===== config.mk =====
export PLATFORM = sky130hd
export DESIGN_NAME = rastreador_posicao
export DESIGN_NICKNAME = d
export VERILOG_FILES = /design/src/rtl/rastreador_pkg.sv /design/src/rtl/rastreador_posicao_tabela.sv /design/src/rtl/rastreador_posicao.sv
export SDC_FILE = /design/constraint.sdc
export NUM_CORES = 1
export LEC_CHECK = 0
export ABC_AREA = 1
export CORE_MARGIN = 2
export CORE_UTILIZATION = 51
export DETAILED_ROUTE_END_ITERATION = 10
export GPL_TIMING_DRIVEN = 0
export HOLD_SLACK_MARGIN = 0.15
export PLACE_DENSITY = 0.76
export SLEW_MARGIN = 20
export SYNTH_ARGS = -nofsm -noshare
export SYNTH_HDL_FRONTEND = slang
export SYNTH_SLANG_ARGS = --single-unit

===== constraint.sdc =====
create_clock -name clk -period 2.3 [get_ports clk]
set_clock_uncertainty 0.15 [all_clocks]
set_input_delay 0.69 -clock clk [delete_from_list [all_inputs] [get_ports clk]]
set_output_delay 0.69 -clock clk [all_outputs]
set_load 0.1 [all_outputs]

===== src/rtl/rastreador_pkg.sv =====
// Shared constants for the position tracker: state offsets,
// default token codes and the port-width helper.
package rastreador_pkg;

  localparam int OFS_ERRO  = 3;
  localparam int OFS_BAIXA = 4;
  localparam int OFS_ALTA  = 5;

  localparam int N_POS_DEF  = 5;
  localparam int CODE_W_DEF = 7;

  // Position 5 down to position 1
  localparam logic [34:0] COD_PADRAO_DEF = {
    7'b1101110,
    7'b1011010,
    7'b1111100,
    7'b1000100,
    7'b1100000
  };

  localparam logic [6:0] COD_BAIXA_DEF  = 7'b1001001;
  localparam logic [6:0] COD_ALTA_DEF   = 7'b1010011;
  localparam logic [6:0] COD_ABORTA_DEF = 7'b1110101;

  typedef enum logic [1:0] {
    CL_IDLE,
    CL_POS,
    CL_FIM
  } classe_e;

  function automatic int larg(input int n);
    return (n < 2) ? 1 : $clog2(n);
  endfunction

endpackage


===== src/rtl/rastreador_posicao_tabela.sv =====
// Programmable code table with a priority lookup that maps
// an input token to the lowest matching position.
module tabela_codigos
  import rastreador_pkg::*;
#(
  parameter int N_POS = 5,
  parameter int CODE_W = 7,
  parameter logic [N_POS*CODE_W-1:0] COD_PADRAO = COD_PADRAO_DEF
) (
  input  logic                        clk,
  input  logic                        i_rst,
  input  logic                        i_prog_en,
  input  logic [larg(N_POS)-1:0]      i_prog_end,
  input  logic [CODE_W-1:0]           i_prog_cod,
  input  logic [CODE_W-1:0]           i_tok,
  output logic                        o_hit,
  output logic [larg(N_POS+6)-1:0]    o_pos
);

  localparam int SW = larg(N_POS + 6);

  logic [CODE_W-1:0] r_tab [N_POS];

  always_ff @(posedge clk) begin
    if (i_rst) begin
      for (int k = 0; k < N_POS; k++) begin
        r_tab[k] <= COD_PADRAO[k*CODE_W +: CODE_W];
      end
    end else if (i_prog_en) begin
      // Out-of-range indices match no entry and are dropped
      for (int k = 0; k < N_POS; k++) begin
        if (int'(i_prog_end) == k) begin
          r_tab[k] <= i_prog_cod;
        end
      end
    end
  end

  // Scan downwards so the lowest matching position is the last written
  always_comb begin
    o_hit = 1'b0;
    o_pos = '0;
    for (int k = N_POS - 1; k >= 0; k--) begin
      if (i_tok == r_tab[k]) begin
        o_hit = 1'b1;
        o_pos = SW'(k + 1);
      end
    end
  end

endmodule


===== src/rtl/rastreador_posicao.sv =====
// Position tracker FSM: follows adjacent position tokens, counts
// moves and latches error / exit outcomes until cleared.
module rastreador_posicao
  import rastreador_pkg::*;
#(
  parameter int N_POS = 5,
  parameter int CODE_W = 7,
  parameter int MAX_PASSOS = 15,
  parameter int LIM_BAIXO = 3,
  parameter logic [N_POS*CODE_W-1:0] COD_PADRAO = COD_PADRAO_DEF,
  parameter logic [CODE_W-1:0] COD_SAIDA_BAIXA = COD_BAIXA_DEF,
  parameter logic [CODE_W-1:0] COD_SAIDA_ALTA = COD_ALTA_DEF,
  parameter logic [CODE_W-1:0] COD_ABORTA = COD_ABORTA_DEF
) (
  input  logic                     clk,
  input  logic                     Reset,
  input  logic [CODE_W-1:0]        Entrada,
  input  logic                     Controle,
  input  logic                     Limpar,
  input  logic                     Prog_en,
  input  logic [larg(N_POS)-1:0]   Prog_end,
  input  logic [CODE_W-1:0]        Prog_cod,
  output logic [larg(N_POS+6)-1:0] Saida,
  output logic [7:0]               Passos,
  output logic                     Valido
);

  localparam int SW = larg(N_POS + 6);

  localparam logic [SW-1:0] S_IDLE  = '0;
  localparam logic [SW-1:0] S_ERRO  = SW'(N_POS + OFS_ERRO);
  localparam logic [SW-1:0] S_BAIXA = SW'(N_POS + OFS_BAIXA);
  localparam logic [SW-1:0] S_ALTA  = SW'(N_POS + OFS_ALTA);
  localparam logic [7:0]    P_MAX   = 8'(MAX_PASSOS);

  logic [SW-1:0] r_est;
  logic [SW-1:0] w_est_nxt;
  logic [7:0]    r_passos;
  logic [7:0]    w_passos_nxt;
  logic          r_valido;
  logic          w_valido_nxt;

  logic          w_hit;
  logic [SW-1:0] w_pos;
  classe_e       w_classe;
  logic          w_tok;
  logic          w_vizinho;
  logic          w_satura;
  logic          w_baixo;

  tabela_codigos #(
    .N_POS      (N_POS),
    .CODE_W     (CODE_W),
    .COD_PADRAO (COD_PADRAO)
  ) u_tabela (
    .clk        (clk),
    .i_rst      (Reset),
    .i_prog_en  (Prog_en),
    .i_prog_end (Prog_end),
    .i_prog_cod (Prog_cod),
    .i_tok      (Entrada),
    .o_hit      (w_hit),
    .o_pos      (w_pos)
  );

  always_ff @(posedge clk) begin
    if (Reset) begin
      r_est    <= S_IDLE;
      r_passos <= '0;
      r_valido <= 1'b0;
    end else begin
      r_est    <= w_est_nxt;
      r_passos <= w_passos_nxt;
      r_valido <= w_valido_nxt;
    end
  end

  always_comb begin
    w_classe = CL_FIM;
    if (r_est == S_IDLE) begin
      w_classe = CL_IDLE;
    end else if (int'(r_est) <= N_POS) begin
      w_classe = CL_POS;
    end
  end

  // Programming and clearing both block the token in the same cycle
  assign w_tok = Controle & ~Limpar & ~Prog_en;

  assign w_vizinho = w_hit &&
    ((w_pos == r_est + SW'(1)) || (w_pos == r_est - SW'(1)));

  assign w_satura = (int'(r_passos) + 1) >= MAX_PASSOS;
  assign w_baixo  = int'(r_est) <= LIM_BAIXO;

  always_comb begin
    w_est_nxt    = r_est;
    w_passos_nxt = r_passos;
    w_valido_nxt = 1'b0;
    if (Limpar) begin
      w_est_nxt    = S_IDLE;
      w_passos_nxt = '0;
    end else if (w_tok) begin
      unique case (1'b1)
        (w_classe == CL_IDLE): begin
          if (w_hit) begin
            w_est_nxt    = w_pos;
            w_valido_nxt = 1'b1;
          end
        end
        (w_classe == CL_POS): begin
          if (w_hit) begin
            if (w_vizinho) begin
              w_valido_nxt = 1'b1;
              if (w_satura) begin
                w_est_nxt    = S_ERRO;
                w_passos_nxt = P_MAX;
              end else begin
                w_est_nxt    = w_pos;
                w_passos_nxt = r_passos + 8'd1;
              end
            end else if (w_pos != r_est) begin
              w_est_nxt    = S_ERRO;
              w_valido_nxt = 1'b1;
            end
          end else if (Entrada == COD_ABORTA) begin
            w_est_nxt    = S_ERRO;
            w_valido_nxt = 1'b1;
          end else if (Entrada == COD_SAIDA_BAIXA && w_baixo) begin
            w_est_nxt    = S_BAIXA;
            w_valido_nxt = 1'b1;
          end else if (Entrada == COD_SAIDA_ALTA && !w_baixo) begin
            w_est_nxt    = S_ALTA;
            w_valido_nxt = 1'b1;
          end
        end
        default: begin
        end
      endcase
    end
  end

  always_comb begin
    Saida  = r_est;
    Passos = r_passos;
    Valido = r_valido;
  end

endmodule


==> flow_metrics.env <==
export IMPL_fin_util=0.679
export IMPL_num_antenna_cells=0
export IMPL_dr_pass1_iters=4
export IMPL_worstHoldPathCells=2
export IMPL_max_cap_violations=0
export IMPL_synthCells=412
export IMPL_grt_use_met1=0.276
export IMPL_clock_sinks=48
export IMPL_crit_chain="buf_6 -> buf_8 -> or2_1 -> a21oi_2 -> nand3_4 -> buf_6 -> nand3_2 -> nand2_2 -> nor2_1 -> nand2_1 -> nand2_2 -> and2_4 -> nand2_8 -> buf_4 -> nand3_2 -> inv_1"
export IMPL_clk_pin_slew_ns=0.08
export IMPL_cp_slowest_cell="or2_1"
export IMPL_yosys_area_share_xor_xnor=0.0826
export IMPL_worstSetupEndpointType="flip-flop"
export IMPL_place_gp_congestion=0.887
export IMPL_grt_max_degree=16
export IMPL_num_vias=2734
export IMPL_area_growth_pct=29.9
export IMPL_ys_ff_latch=48
export IMPL_yosys_area_top_type="edfxtp_1"
export IMPL_cp_required_ns=2.35
export IMPL_slew_headroom=0.601
export IMPL_syn_mean_instance_area_um2=7.46
export IMPL_initial_core_util=0.522
export IMPL_cts_tree="yes"
export IMPL_grt_antenna_before_repair=0
export IMPL_violations="negative setup slack"
export IMPL_drive_gt1_frac=0.269
export IMPL_worstPathArrival_ns=2.49
export IMPL_routed_wl_um=6870
export IMPL_netlist_area_um2=3070
export IMPL_power_total_mw=1.79
export IMPL_num_rows=28
export IMPL_layout_common_cells="nand2_1, inv_1, nor2_1"
export IMPL_crit_type="input port to flip-flop"
export IMPL_overflow=0
export IMPL_synth_compound_area_frac=0.0334
export IMPL_critPathMaxStageDelay_ns=0.21
export IMPL_period_minus_slack_ns=2.44
export IMPL_rrSetupSlack_ns=-0.04
export IMPL_numCtsBuffers=5
export IMPL_r2r_end="Saida[0]"
export IMPL_synth_top_family_by_area="simple AND/OR/NAND/NOR gates"
export IMPL_first_iter_violations=163
export IMPL_cts_root_buffer="clkbuf_8"
export IMPL_max_freq_ghz=0.410
export IMPL_antenna_left=0
export IMPL_nets=496
export IMPL_hold_viol_final=0
export IMPL_fin_area_um2=3990
export IMPL_top_usage_layer="met2"
export IMPL_use_met3=0.0341
export IMPL_yosys_area_share_adder=0.0244
export IMPL_yosys_area_share_simple=0.326
export IMPL_synth_nets=440
export IMPL_r2r_cells=11
export IMPL_core_area_um2=5890
export IMPL_final_common_cell="nand2_1"
export IMPL_drv_slew=0
export IMPL_wl_per_cell_um=12.6
export IMPL_synth_cell_types=32
export IMPL_portBuffers=28
export IMPL_setup_ws_ns=-0.138
export IMPL_worstMarginPinSlew_ns=0.594
export IMPL_critPathCapture="Passos[4]"
export IMPL_synthMuxAreaShare=0
export IMPL_seq_area_frac_synth=0.427
export IMPL_timing_final_crit_share=1.06
export IMPL_synthTopCellsByArea="edfxtp_1, nand2_1, dfxtp_1"
export IMPL_worstReg2RegStart="Saida[0]"
export IMPL_dpl_hpwl_um=5020
export IMPL_postCtsHoldBufs=0
export IMPL_start_kind="input port"
export IMPL_place_ws_ns=-0.908
export IMPL_p_per_area_nw_per_um2=449
export IMPL_peakVddDrop_mv=0.497
export IMPL_grt_pass1_wl_um=10700
export IMPL_post_route_drc_count=0
export IMPL_leakage_nw=1.80
export IMPL_vias_per_cell=5.03
export IMPL_dieWidth_um=81.6
export IMPL_grt_total_usage=0.210
export IMPL_cts_buffer_depth=2
export IMPL_met2_usage=0.355
export IMPL_place_area_um2=3510
export IMPL_htreeDepth=2
export IMPL_yosys_warnings=0
export IMPL_status="finished with violations"
export IMPL_ios=35
export IMPL_startpoint="Entrada[0]"
export IMPL_rsz0062_at_grt="yes"
export IMPL_cp_max_fo=6
export IMPL_die_area_um2=6670
export IMPL_hold_class="flip-flop to flip-flop"
export IMPL_die_h_um=81.6
export IMPL_fin_setup_tns_ns=-1.17
export IMPL_finalSetupViolCount=13
export IMPL_insertion_delay_ns=0.30
export IMPL_grt_pass1_vias=2416
export IMPL_synth_top_area_share=0.342
routing by layer:
metal  vias to the layer above  part of all wire
met5                         -                 0
met2                        57              0.50
li1                       1394                 -
met4                         0             0.019
met1                      1271              0.44
met3                        12             0.042
worst max-delay path: cells and delay by family:
kind / cells / cell delay, ns
AND/OR/NAND/NOR: 10 / 1.03
buffers and inverters: 5 / 0.58
AO/OA/AOI/OAI: 1 / 0.18
power breakdown:
part           switching, mW  internal (mW)  leakage [nW]  total [mW]
Clock                  0.284          0.213        0.0460       0.497
Combinational          0.171          0.130          1.30       0.301
Sequential            0.0224          0.974         0.455       0.997
through the flow:
step / hold WS [ns] / instances
final: 0.321 / 544
after CTS: 0.325 / 533
after global routing: 0.341 / 544
after floorplan: 0.481 / 412
after global placement: 0.309 / 515
after detailed placement: 0.313 / 515
registers in the layout (all words and copies together) (netlist names):
signal / cells
u_tabela.r_tab: 35
Passos: 8
Saida: 4
Valido: 1
logic make-up (layout without fill, tap and decap cells):
group	Yosys count	count (layout)
and+or+nand+nor	235	235
buffers and inverters	76	133
DFF	48	48
xor gates and xnor gates	29	29
AOI/OAI and AO/OA	18	18
adders and majority gates	6	6
how the worst min path moves through the flow:
| stage | start | endpoint | slack [ns] |
|---|---|---|---|
| 6_report | Passos[5] | Passos[5] | 0.32 |
| 5_1_grt | Passos[6] | Passos[6] | 0.34 |
| 4_1_cts | Passos[6] | Passos[6] | 0.33 |
| 3_5_place_dp | Passos[6] | Passos[6] | 0.31 |
| 3_3_place_gp | Passos[5] | Passos[5] | 0.31 |
| 2_1_floorplan | Saida[1] | Saida[1] | 0.48 |
cell type report:
cell class,instances,area [um^2]
Tap cell,75,93.8
Timing Repair Buffer,49,472
Inverter,66,259
Fill cell,466,1890
Sequential cell,48,1340
Clock buffer,5,68.8
Clock inverter,3,17.5
Buffer,10,93.8
Multi-Input combinational cell,288,1650
what timing repair did:
item	in CTS	in global routing
buffers inserted	9	11
setup endpoints to repair	40	47
pin swaps	24	26
resized for setup	66	41
cloned	1	0
Yosys cell counts:
library cell  count
nor4_1            1
a21oi_1           6
nor4_2            1
inv_1            62
buf_2             2
nand3b_1          1
buf_6             3
nand2_2           1
nand3_2           2
and2_4            1
o21ai_2           1
edfxtp_1         35
o31ai_1           2
nand2_1         134
a21oi_2           1
nor2_1           50
o21ai_1           2
ha_1              6
nor3_1            4
buf_4             5
nand2_4           1
inv_2             4
o21ai_0           6
xor2_1           12
dfxtp_1          13
xnor2_1          17
nand4_2           1
or2_1             1
or2_2             1
nor2_2            2
nand3_1          25
nand4_1           9
Power figures use the tool's default switching activity.
